[config.mk]
export PLATFORM = sky130hd
export DESIGN_NAME = mem_bus_fabric
export DESIGN_NICKNAME = d
export VERILOG_FILES = /design/src/rtl/mem_bus_fabric_pkg.sv /design/src/rtl/mem_bus_fabric_decoder.sv /design/src/rtl/mem_bus_fabric.sv
export SDC_FILE = /design/constraint.sdc
export NUM_CORES = 1
export LEC_CHECK = 0
export ABC_AREA = 0
export CORE_AREA = 4 4 132 134
export CTS_CLUSTER_SIZE = 30
export DETAILED_ROUTE_END_ITERATION = 12
export DIE_AREA = 0 0 136 138
export PLACE_DENSITY = 0.81
export SLEW_MARGIN = 20
export SYNTH_ARGS = -nofsm -noshare
export SYNTH_HDL_FRONTEND = slang
export SYNTH_SLANG_ARGS = --single-unit
[constraint.sdc]
create_clock -name clk_i -period 3.73 [get_ports clk_i]
set_input_delay 0.5595 -clock clk_i [delete_from_list [all_inputs] [get_ports clk_i]]
set_output_delay 0.5595 -clock clk_i [all_outputs]
set_load 0.02 [all_outputs]
[src/rtl/mem_bus_fabric_pkg.sv]
// Shared types, defaults and the standard system address map for the memory bus fabric.
package mem_bus_fabric_pkg;

    localparam int unsigned ADDR_W = 32;
    localparam int unsigned DATA_W = 32;
    localparam int unsigned STRB_W = 4;

    typedef enum logic [1:0] {
        ST_IDLE   = 2'd0,
        ST_ACCESS = 2'd1,
        ST_ERROR  = 2'd2,
        ST_RESP   = 2'd3
    } state_e;

    // Request payload latched from the master and broadcast to all slaves
    typedef struct packed {
        logic              instr;
        logic [ADDR_W-1:0] addr;
        logic [DATA_W-1:0] wdata;
        logic [STRB_W-1:0] wstrb;
    } mem_req_t;

    localparam logic [DATA_W-1:0] ERR_DATA_DEF = 32'hDEAD_BEEF;

    // Standard system map: RAM low/high banks, out_byte port, UART
    localparam logic [ADDR_W-1:0] MAP_RAM_LO_BASE = 32'h0000_0000;
    localparam logic [ADDR_W-1:0] MAP_RAM_LO_MASK = 32'hFFFF_F000;
    localparam logic [ADDR_W-1:0] MAP_RAM_HI_BASE = 32'h0000_1000;
    localparam logic [ADDR_W-1:0] MAP_RAM_HI_MASK = 32'hFFFF_F000;
    localparam logic [ADDR_W-1:0] MAP_OUTB_BASE   = 32'h1000_0000;
    localparam logic [ADDR_W-1:0] MAP_OUTB_MASK   = 32'hFFFF_FFF0;
    localparam logic [ADDR_W-1:0] MAP_UART_BASE   = 32'h1000_0010;
    localparam logic [ADDR_W-1:0] MAP_UART_MASK   = 32'hFFFF_FFF0;

    localparam logic [4*ADDR_W-1:0] DEF_SLV_BASE =
        {MAP_UART_BASE, MAP_OUTB_BASE, MAP_RAM_HI_BASE, MAP_RAM_LO_BASE};
    localparam logic [4*ADDR_W-1:0] DEF_SLV_MASK =
        {MAP_UART_MASK, MAP_OUTB_MASK, MAP_RAM_HI_MASK, MAP_RAM_LO_MASK};

    // Index width needed to name one of n slaves (at least one bit)
    function automatic int unsigned sel_width(input int unsigned n);
        return (n > 1) ? $clog2(n) : 1;
    endfunction

    // picorv32 encodes a read as all strobes low
    function automatic logic is_read(input logic [STRB_W-1:0] wstrb);
        return (wstrb == '0);
    endfunction

endpackage

[src/rtl/mem_bus_fabric_decoder.sv]
// Address decoder: base/mask compare per slave, lowest index wins on overlap.
module mem_bus_fabric_decoder
    import mem_bus_fabric_pkg::*;
#(
    parameter int unsigned              NUM_SLAVES = 4,
    parameter logic [32*NUM_SLAVES-1:0] SLV_BASE   = DEF_SLV_BASE,
    parameter logic [32*NUM_SLAVES-1:0] SLV_MASK   = DEF_SLV_MASK,
    localparam int unsigned             SEL_W      = sel_width(NUM_SLAVES)
) (
    input  logic [ADDR_W-1:0] addr_i,
    output logic              hit_c_o,
    output logic [SEL_W-1:0]  sel_c_o
);

    // Scan from the highest index down so the lowest matching slave is the last write
    always_comb begin
        hit_c_o = 1'b0;
        sel_c_o = '0;
        for (int i = int'(NUM_SLAVES) - 1; i >= 0; i--) begin
            if ((addr_i & SLV_MASK[32*i +: 32]) == SLV_BASE[32*i +: 32]) begin
                hit_c_o = 1'b1;
                sel_c_o = SEL_W'(i);
            end
        end
    end

endmodule

[src/rtl/mem_bus_fabric.sv]
// 1-master / N-slave picorv32 native bus fabric with registered request/response and timeout.
module mem_bus_fabric
    import mem_bus_fabric_pkg::*;
#(
    parameter int unsigned              NUM_SLAVES = 4,
    parameter logic [32*NUM_SLAVES-1:0] SLV_BASE   = DEF_SLV_BASE,
    parameter logic [32*NUM_SLAVES-1:0] SLV_MASK   = DEF_SLV_MASK,
    parameter int unsigned              TIMEOUT    = 255,
    parameter logic [DATA_W-1:0]        ERR_DATA   = ERR_DATA_DEF
) (
    input  logic                         clk_i,
    input  logic                         rst_i,
    input  logic                         m_valid_i,
    input  logic                         m_instr_i,
    input  logic [ADDR_W-1:0]            m_addr_i,
    input  logic [DATA_W-1:0]            m_wdata_i,
    input  logic [STRB_W-1:0]            m_wstrb_i,
    output logic                         m_ready_o,
    output logic [DATA_W-1:0]            m_rdata_o,
    output logic [NUM_SLAVES-1:0]        s_valid_o,
    output logic                         s_instr_o,
    output logic [ADDR_W-1:0]            s_addr_o,
    output logic [DATA_W-1:0]            s_wdata_o,
    output logic [STRB_W-1:0]            s_wstrb_o,
    input  logic [NUM_SLAVES-1:0]        s_ready_i,
    input  logic [DATA_W*NUM_SLAVES-1:0] s_rdata_i,
    output logic                         err_o,
    output logic [ADDR_W-1:0]            err_addr_o
);

    localparam int unsigned SEL_W = sel_width(NUM_SLAVES);
    localparam int unsigned CNT_W = (TIMEOUT > 1) ? $clog2(TIMEOUT) : 1;

    state_e                  state_q, state_d;
    mem_req_t                req_q, req_d;
    logic [SEL_W-1:0]        sel_q, sel_d;
    logic [NUM_SLAVES-1:0]   s_valid_q, s_valid_d;
    logic [CNT_W-1:0]        cnt_q, cnt_d;
    logic                    m_ready_q, m_ready_d;
    logic [DATA_W-1:0]       m_rdata_q, m_rdata_d;
    logic                    err_q, err_d;
    logic [ADDR_W-1:0]       err_addr_q, err_addr_d;

    logic                    dec_hit;
    logic [SEL_W-1:0]        dec_sel;
    logic                    slv_ready;
    logic [DATA_W-1:0]       slv_rdata;
    logic                    timeout_hit;

    mem_bus_fabric_decoder #(
        .NUM_SLAVES (NUM_SLAVES),
        .SLV_BASE   (SLV_BASE),
        .SLV_MASK   (SLV_MASK)
    ) u_decoder (
        .addr_i  (m_addr_i),
        .hit_c_o (dec_hit),
        .sel_c_o (dec_sel)
    );

    // Only the selected slave's handshake and data are observed
    assign slv_ready   = s_ready_i[sel_q];
    assign slv_rdata   = s_rdata_i[DATA_W*32'(sel_q) +: DATA_W];
    assign timeout_hit = (TIMEOUT != 0) && (cnt_q == CNT_W'(TIMEOUT - 1));

    // Next-state and registered-output logic
    always_comb begin
        state_d    = state_q;
        req_d      = req_q;
        sel_d      = sel_q;
        s_valid_d  = s_valid_q;
        cnt_d      = cnt_q;
        m_ready_d  = 1'b0;
        m_rdata_d  = m_rdata_q;
        err_d      = 1'b0;
        err_addr_d = err_addr_q;
        case (state_q)
            ST_IDLE: begin
                if (m_valid_i && !m_ready_q) begin
                    req_d = '{instr: m_instr_i, addr: m_addr_i, wdata: m_wdata_i, wstrb: m_wstrb_i};
                    sel_d = dec_sel;
                    cnt_d = '0;
                    if (dec_hit) begin
                        s_valid_d = NUM_SLAVES'(1) << dec_sel;
                        state_d   = ST_ACCESS;
                    end else begin
                        state_d = ST_ERROR;
                    end
                end
            end
            ST_ACCESS: begin
                cnt_d = cnt_q + CNT_W'(1);
                if (slv_ready) begin
                    s_valid_d = '0;
                    m_ready_d = 1'b1;
                    m_rdata_d = is_read(req_q.wstrb) ? slv_rdata : '0;
                    state_d   = ST_RESP;
                end else if (timeout_hit) begin
                    s_valid_d  = '0;
                    m_ready_d  = 1'b1;
                    err_d      = 1'b1;
                    err_addr_d = req_q.addr;
                    m_rdata_d  = is_read(req_q.wstrb) ? ERR_DATA : '0;
                    state_d    = ST_RESP;
                end
            end
            ST_ERROR: begin
                m_ready_d  = 1'b1;
                err_d      = 1'b1;
                err_addr_d = req_q.addr;
                m_rdata_d  = is_read(req_q.wstrb) ? ERR_DATA : '0;
                state_d    = ST_RESP;
            end
            ST_RESP: begin
                cnt_d   = '0;
                state_d = ST_IDLE;
            end
            default: state_d = ST_IDLE;
        endcase
    end

    // State and output registers; reset aborts any access in flight
    always_ff @(posedge clk_i) begin
        if (rst_i) begin
            state_q    <= ST_IDLE;
            req_q      <= '0;
            sel_q      <= '0;
            s_valid_q  <= '0;
            cnt_q      <= '0;
            m_ready_q  <= 1'b0;
            m_rdata_q  <= '0;
            err_q      <= 1'b0;
            err_addr_q <= '0;
        end else begin
            state_q    <= state_d;
            req_q      <= req_d;
            sel_q      <= sel_d;
            s_valid_q  <= s_valid_d;
            cnt_q      <= cnt_d;
            m_ready_q  <= m_ready_d;
            m_rdata_q  <= m_rdata_d;
            err_q      <= err_d;
            err_addr_q <= err_addr_d;
        end
    end

    assign m_ready_o  = m_ready_q;
    assign m_rdata_o  = m_rdata_q;
    assign s_valid_o  = s_valid_q;
    assign s_instr_o  = req_q.instr;
    assign s_addr_o   = req_q.addr;
    assign s_wdata_o  = req_q.wdata;
    assign s_wstrb_o  = req_q.wstrb;
    assign err_o      = err_q;
    assign err_addr_o = err_addr_q;

endmodule

# Word-level counts from Yosys, hierarchy flattened
# Index checks and enable logic that the tools add are counted.
dict set report word_totals {
  ff_bits 151
  output_inout_bits 139
  wordCells 77
}
dict set report op_classes {
  add_sub_neg 1
  n_lt_le_gt_ge 1
  eq_ne 12
  shift 2
  n_mux 35
  reduce_logical 14
}
# operator n
set ops {}
lappend ops {{32-bit two-way mux} 6}
lappend ops {{32-bit one-hot mux with 2 select lines} 2}
lappend ops {{128-bit by 8-bit indexed part select with 32-bit output} 1}
lappend ops {{28-bit by 25-bit == test with 1-bit output (second input constant)} 2}
lappend ops {{32-bit logical NOT} 1}
lappend ops {{8-bit one-hot mux with 3 select lines} 1}
lappend ops {{20-bit by 1-bit == test with 1-bit output (second input constant)} 1}
lappend ops {{2-bit two-way mux} 8}
lappend ops {{4-bit two-way mux} 4}
lappend ops {{8-bit by 1-bit adder with 8-bit output (second input constant)} 1}
lappend ops {{8-bit == test (second input constant)} 1}
lappend ops {{1-bit two-way mux} 8}
lappend ops {{8-bit two-way mux} 1}
lappend ops {{2-bit inequality test (second input constant)} 4}
lappend ops {{2-bit one-hot mux with 4 select lines} 1}
lappend ops {{4-bit one-hot mux with 2 select lines} 1}
lappend ops {{2-bit AND reduction} 4}
lappend ops {{2-bit == test (second input constant)} 2}
lappend ops {{4-bit logical NOT} 1}
lappend ops {{1-bit one-hot mux with 2 select lines} 2}
lappend ops {{4-bit AND reduction} 1}
lappend ops {{2-bit nonzero test} 2}
lappend ops {{1-bit by 2-bit left shift with 4-bit output (first input constant)} 1}
lappend ops {{2-bit by 3-bit less-than comparator with 1-bit output (second input constant)} 1}
lappend ops {{other kinds (8)} 8}

# Longest topological paths before layout
# Gate-level depths: netlist (run 1).
dict set report logic_depth {
  depth_word 9
  depth_mapped 8
}

# Hierarchy
# A second synthesis (run 1) with hierarchy kept.
dict set report hier_totals {
  hier_cells 792
  hier_area_um2 6775.2
}
# mod n_inst cells_per_inst area_per_inst_um2
set modules_own_cells {}
lappend modules_own_cells {mem_bus_fabric 1 776 6657.6}
lappend modules_own_cells {mem_bus_fabric_decoder 1 16 117.6}

# Least setup slack after synthesis (run 1)
# OpenSTA, ideal clock, no wires.
dict set report synth_path {
  path_type {input port to flip-flop}
  from {input port m_addr_i[25]}
  to {register s_valid_q[3] (netlist: s_valid_o[3])}
  setup_ps 72
  arrival_time_ps 2096
  required_time_ps 3658
  slack_ps 1562
  path_stages 5
  n_path_buf 1
  cell_sequence {or4_4 -> a2111oi_0 -> o21ba_1 -> buf_6 -> mux2i_1}
}
dict set report synth_between {
  elab_chain_cells 9
}
# element line
set synth_rtl {}
lappend synth_rtl {{start: declaration} mem_bus_fabric.sv:15} ;# input logic [ADDR_W-1:0] m_addr_i,
lappend synth_rtl {{28-bit by 25-bit == test with 1-bit output} mem_bus_fabric_decoder.sv:20} ;# if ((addr_i & SLV_MASK[32*i +: 32]) == SLV_BASE[32*i +: 32]) begin
lappend synth_rtl {{2-bit two-way mux (4 in series)} mem_bus_fabric_decoder.sv:20}
lappend synth_rtl {{1-bit by 2-bit left shift with 4-bit output} mem_bus_fabric.sv:83} ;# s_valid_d = NUM_SLAVES'(1) << dec_sel;
lappend synth_rtl {{4-bit two-way mux} mem_bus_fabric.sv:82} ;# if (dec_hit) begin
lappend synth_rtl {{4-bit two-way mux} mem_bus_fabric.sv:78} ;# if (m_valid_i && !m_ready_q) begin
lappend synth_rtl {{4-bit one-hot mux with 2 select lines} mem_bus_fabric.sv:76} ;# case (state_q)
lappend synth_rtl {{end signal: assignment} mem_bus_fabric.sv:137} ;# s_valid_q <= s_valid_d;
lappend synth_rtl {{end: declaration} mem_bus_fabric.sv:37} ;# logic [NUM_SLAVES-1:0] s_valid_q, s_valid_d;
# Parallel ways exist; a longest one is shown, timed or not. The select of a mux whose other input is x is not followed.
# A chain may end at the register's enable or synchronous reset.

# Final worst setup path (run 1)
dict set report layout_path {
  from {input port m_addr_i[31]}
  to {register s_valid_q[2] (netlist: s_valid_o[2])}
}
# The elaborated chain is that of the path after synthesis.

==> results of run 1 <==
## sequential cells by signal, indices dropped and copies added (netlist names)
register	flops
s_wdata_o	32
s_valid_o	4
m_ready_o	1
s_addr_o	32
m_rdata_o	32
state_q	2
err_addr_o	32
cnt_q	8
s_wstrb_o	4
err_o	1
s_instr_o	1
sel_q	2
## power by group
| group | total [mW] | internal (mW) | switching (mW) |
|---|---|---|---|
| Combinational | 2.90 | 1.20 | 1.70 |
| Clock | 1.75 | 1.03 | 0.722 |
| Sequential | 2.19 | 1.97 | 0.217 |
| Total | 6.84 | 4.20 | 2.64 |
## area by class of cell
class,instances,area share [%]
well taps,220,2.59
clock buffers,19,4.17
repair buffers,352,33.2
multi-input cells,526,29.8
flip-flops and latches,151,28.5
diodes,1,0.0236
inverters,7,0.248
clock inverters,13,1.51
## layer usage
metal  vias to the layer above  global-route usage [%]  wire length (um)
li1                       3180                       -                 -
met1                      3164                    28.5              9000
met2                       250                    40.5             11700
met3                        36                    6.00              1510
met4                         0                    8.22               620
met5                         -                       0                 0
## worst min-delay path: stages (launching register included)
cell and delay [ns]:
dfxtp_1 0.31, nand2_1 0.05, a21oi_1 0.05
## logic make-up (layout without fill, tap and decap cells)
family | Yosys count | count (layout) | synth area share, %
xor+xnor | 7 | 7 | 0.952
simple gates | 300 | 300 | 19.5
flops | 151 | 151 | 46.9
other cells | 0 | 1 | 0
compound gates | 177 | 177 | 15.3
mux | 37 | 37 | 12.2
buf+inv | 64 | 391 | 4.24
fa+ha+maj | 5 | 5 | 0.971
## path summary, 6_finish.rpt
kind	slack [ns]	from	cells after the start	to
hold / removal	0.45	m_rdata_o[21]	2	m_rdata_o[21]
setup / recovery	1.15	m_addr_i[31]	6	s_valid_o[2]
hold reg to reg	0.45	m_rdata_o[21]	2	m_rdata_o[21]
setup reg to reg	1.53	state_q[1]	7	m_rdata_o[30]
## placed cells by master, fill, tap and decap left out, types with 3 or more instances in the layout
cell type        instances
clkdlybuf4s50_1        341
nand2_1                243
dfxtp_1                150
a21oi_1                140
mux4_2                  33
o211ai_1                24
clkbuf_16               17
nor2_1                  12
nand3_1                 11
buf_4                    9
inv_1                    7
nand2b_1                 7
nor4_1                   6
xor2_1                   5
ha_1                     5
mux2i_1                  4
inv_6                    4
clkinv_4                 4
nand4_1                  3
a211oi_1                 3
## per-stage QoR
step	instances	instance area, um^2
floorplan	741	6440
global placement	1256	10000
detailed placement	1256	10000
CTS	1288	10600
global route	1289	10600
finish	1289	10600
==> impl_metrics.env, run 1 <==
export IMPL_syn_area_um2=6440
export IMPL_critPathMaxFanout=4
export IMPL_dieArea_um2=18800
export IMPL_maxCapViolCount=0
export IMPL_worst_slew_pin_slew_ns=1.10
export IMPL_clkLatencyLatePin_ns=0.42
export IMPL_tns_ns=0
export IMPL_drtIter0Drc=443
export IMPL_syn2layout_area_growth_pct=64.8
export IMPL_fin_ws_ns=1.15
export IMPL_crit_path_start_kind="input port"
export IMPL_crit_slowest_cell="a2111oi_0"
export IMPL_post_cts_setup_buffers=0
export IMPL_ys_ff_latch=151
export IMPL_ios=343
export IMPL_hold_class="reg -> reg"
export IMPL_peakVddDrop_mv=0.408
export IMPL_outcome="finished clean"
export IMPL_max_stage_delay_ns=0.69
export IMPL_cts_resized=0
export IMPL_fin_crit_ns=2.58
export IMPL_place_congestion=0.904
export IMPL_synth_top_area_cell="dfxtp_1"
export IMPL_synth_top_area_share_pct=46.9
export IMPL_synth_cell_types=42
export IMPL_grt_pass1_wl_um=35000
export IMPL_crit_required_ns=4.07
export IMPL_synth_flop_cell="dfxtp_1"
export IMPL_vias=6630
export IMPL_multi_input_area_um2=3160
export IMPL_cp_cell_sequence="clkdlybuf4s50_1, nor4_1, nand4_1, a2111oi_0, o21ba_1, mux2i_1"
export IMPL_synth_cells=741
export IMPL_die_h_um=138
export IMPL_finalHoldViolations=0
export IMPL_worst_setup_path_end_kind="flip-flop"
export IMPL_slew_headroom_pct=26.9
export IMPL_wire_per_inst_um=17.7
export IMPL_p_leak_nw=3.68
export IMPL_firstDrtPassIters=5
export IMPL_grt_usage_pct=23.6
export IMPL_dp_hpwl_um=16900
export IMPL_finalWirelength_um=22900
export IMPL_antenna_left=0
export IMPL_nFillCells=1369
export IMPL_path_class="in -> reg"
export IMPL_drive_above_1_share_pct=8.05
export IMPL_hold_buffers=0
export IMPL_grt_overflow=0
export IMPL_place_port_buffers=342
export IMPL_synth_area_leaders="dfxtp_1, nand2_1, mux4_2"
export IMPL_p_total_mw=6.84
export IMPL_root_buffer="clkbuf_16"
export IMPL_pre_cts_ws_ns=0.728
export IMPL_final_nets=1264
export IMPL_clkTransAtPathRegs_ns=0.06
export IMPL_viasPerCell=5.14
export IMPL_async_reset_ff_share_pct=0
export IMPL_cts_buffers_inserted=17
export IMPL_initial_core_util_pct=39.5
export IMPL_cpLargestDelayFamily="compound AO/OA/AOI/OAI gates"
export IMPL_antenna_found_initial=1
export IMPL_p_per_area_nw_per_um2=644
export IMPL_grt_start_max_net_pins=107
export IMPL_core_um2=16300
export IMPL_seqCellArea_um2=3020
export IMPL_drv_slew=0
export IMPL_h_tree_depth=4
export IMPL_synthesis_nets=950
export IMPL_synthTopCellsByCount="nand2_1, dfxtp_1, a21oi_1"
export IMPL_postLayoutCoreUtil_pct=65.2
export IMPL_synth_edf_count=0
export IMPL_syn_area_per_cell_um2=8.69
export IMPL_timing_critical_path_buf_inv=1
export IMPL_ys_warn_count=0
export IMPL_fin_crit_sh_pct=69.2
export IMPL_clk_path_buf_depth=2
export IMPL_yosysMostFrequentCell="nand2_1"
export IMPL_cts_tree="yes"
export IMPL_seq_area_frac_synth_pct=46.9
export IMPL_rows=47
export IMPL_grt_pass1_vias=6558
export IMPL_cts_sinks=151
export IMPL_skew_ns=0.00977
export IMPL_crit_arrival_ns=2.92
export IMPL_rsz0062_at_grt="false"
export IMPL_fin_hold_ws_ns=0.451
export IMPL_setup_viol=0
export IMPL_drc=0
export IMPL_fp_dieW_um=136
export IMPL_clock_fmax_mhz=387
Power figures use the tool's default switching activity.
==> run 2, diff against run 1 <==
- CORE_AREA: 4 4 132 134 -> unset
- CORE_MARGIN: unset -> 4
- CORE_UTILIZATION: unset -> 40
- DIE_AREA: 0 0 136 138 -> unset
- PLACE_DENSITY: 0.81 -> 0.82
- clock period: 3.73 -> 2.6 ns (I/O delays scaled with it)
==> run 2 against run 1 <==
Via count grew 0.17%; sequential share of layout area is 0.094 points lower; routed wire length shrank 1.9%; critical path type unchanged; largest power group unchanged.
==> impl_metrics.env, run 2 (synthesis results as in run 1) <==
export IMPL_outcome="finished clean"
export IMPL_core_um2=15800
export IMPL_rsz0062_at_grt="false"
export IMPL_worst_setup_path_end_kind="flip-flop"
export IMPL_finalWirelength_um=22400
export IMPL_p_leak_nw=3.71
export IMPL_cp_cell_sequence="clkdlybuf4s50_1, nor4_1, nand4_1, buf_4, nor3_4, or4b_2, mux2i_1"
export IMPL_vias=6641
export IMPL_rows=46
export IMPL_peakVddDrop_mv=0.665
export IMPL_crit_path_start_kind="input port"
export IMPL_max_stage_delay_ns=0.60
export IMPL_dieArea_um2=18200
export IMPL_fin_area_um2=10700
export IMPL_maxCapViolCount=0
export IMPL_setup_viol=0
export IMPL_viasPerCell=5.14
export IMPL_grt_pass1_vias=6401
export IMPL_critPathMaxFanout=2
export IMPL_final_common_cell="clkdlybuf4s50_1"
export IMPL_slew_headroom_pct=55.2
export IMPL_drc=0
export IMPL_grt_pass1_wl_um=33700
export IMPL_drive_above_1_share_pct=8.64
export IMPL_drtIter0Drc=372
export IMPL_crit_required_ns=2.94
export IMPL_path_class="in -> reg"
export IMPL_drv_slew=0
export IMPL_die_h_um=135
export IMPL_cpLargestDelayFamily="simple AND/OR/NAND/NOR gates"
export IMPL_hold_buffers=0
export IMPL_cts_sinks=151
export IMPL_p_total_mw=9.73
export IMPL_antenna_left=0
export IMPL_cts_resized=0
export IMPL_place_area_um2=10100
export IMPL_grt_usage_pct=23.5
export IMPL_hold_class="reg -> reg"
export IMPL_post_cts_setup_buffers=0
export IMPL_fin_crit_ns=2.17
export IMPL_wire_per_inst_um=17.4
export IMPL_pre_cts_ws_ns=0.0304
export IMPL_fin_ws_ns=0.434
export IMPL_postLayoutCoreUtil_pct=67.3
export IMPL_final_nets=1273
export IMPL_timing_critical_path_buf_inv=2
export IMPL_clk_path_buf_depth=2
export IMPL_dp_hpwl_um=16600
export IMPL_cts_buffers_inserted=17
export IMPL_ios=343
export IMPL_place_congestion=0.830
export IMPL_h_tree_depth=4
export IMPL_final_cell_mix="clkdlybuf4s50_1, nand2_1, dfxtp_1, a21oi_1, mux4_2"
export IMPL_crit_slowest_cell="or4b_2"
export IMPL_clkLatencyLatePin_ns=0.41
export IMPL_grt_overflow=0
export IMPL_grt_start_max_net_pins=66
export IMPL_place_port_buffers=342
export IMPL_num_antenna_cells=0
export IMPL_tns_ns=0
export IMPL_clock_fmax_mhz=462
export IMPL_fin_crit_sh_pct=83.3
export IMPL_fp_dieW_um=135
export IMPL_p_per_area_nw_per_um2=914
export IMPL_initial_core_util_pct=40.7
export IMPL_firstDrtPassIters=5
export IMPL_cts_tree="yes"
export IMPL_skew_ns=0.00957
export IMPL_worst_slew_pin_slew_ns=0.672
export IMPL_nFillCells=1231
export IMPL_finalHoldViolations=0
export IMPL_syn2layout_area_growth_pct=65.4
export IMPL_antenna_found_initial=0
export IMPL_crit_arrival_ns=2.51
export IMPL_root_buffer="clkbuf_16"
export IMPL_clkTransAtPathRegs_ns=0.06
run 2: metrics by stage:
stage | hold WS (ns) | cells
final | 0.450 | 1292
after global routing | 0.465 | 1292
after CTS | 0.452 | 1292
after detailed placement | 0.445 | 1261
after global placement | 0.437 | 1261
after floorplan | 0.449 | 741
run 2: cell type report:
type	instances	area (um^2)	share of cell area, %
repair buffers	361	3610	33.9
well taps	216	270	2.54
inverters	7	26.3	0.247
clock inverters	13	125	1.17
clock buffers	18	429	4.03
flip-flops and latches	151	3020	28.4
multi-input cells	526	3160	29.7
run 2: power breakdown:
part	leakage, nW	internal (mW)	total [mW]	switching (mW)
clock network	0.267	1.32	2.30	0.977
logic	2.21	1.82	4.29	2.47
registers	1.23	2.83	3.14	0.315
run 2: final timing paths:
kind / from / to / slack, ns / cells after the start
worst min-delay path: m_rdata_o[12] / m_rdata_o[12] / 0.45 / 2
worst max register to register: state_q[1] / m_rdata_o[7] / 0.60 / 8
worst max-delay path: m_addr_i[31] / s_valid_o[1] / 0.43 / 7
worst min register to register: m_rdata_o[12] / m_rdata_o[12] / 0.45 / 2
run 2: worst reg2reg max path, cell delays in order (launching register included):
cell	delay, ns
dfxtp_1	0.32
inv_1	0.07
ha_1	0.35
inv_1	0.20
a211o_1	0.32
o21a_1	0.13
buf_4	0.22
o211ai_1	0.13
a21oi_1	0.09
run 2: metal layers:
metal / part of all wire (%) / vias up / global-route usage, % / routed length (um)
li1: - / 3200 / - / -
met1: 39 / 3132 / 28.4 / 8750
met2: 50 / 260 / 39.5 / 11200
met3: 7.4 / 49 / 6.78 / 1650
met4: 3.5 / 0 / 9.62 / 788
met5: 0 / - / 0 / 0
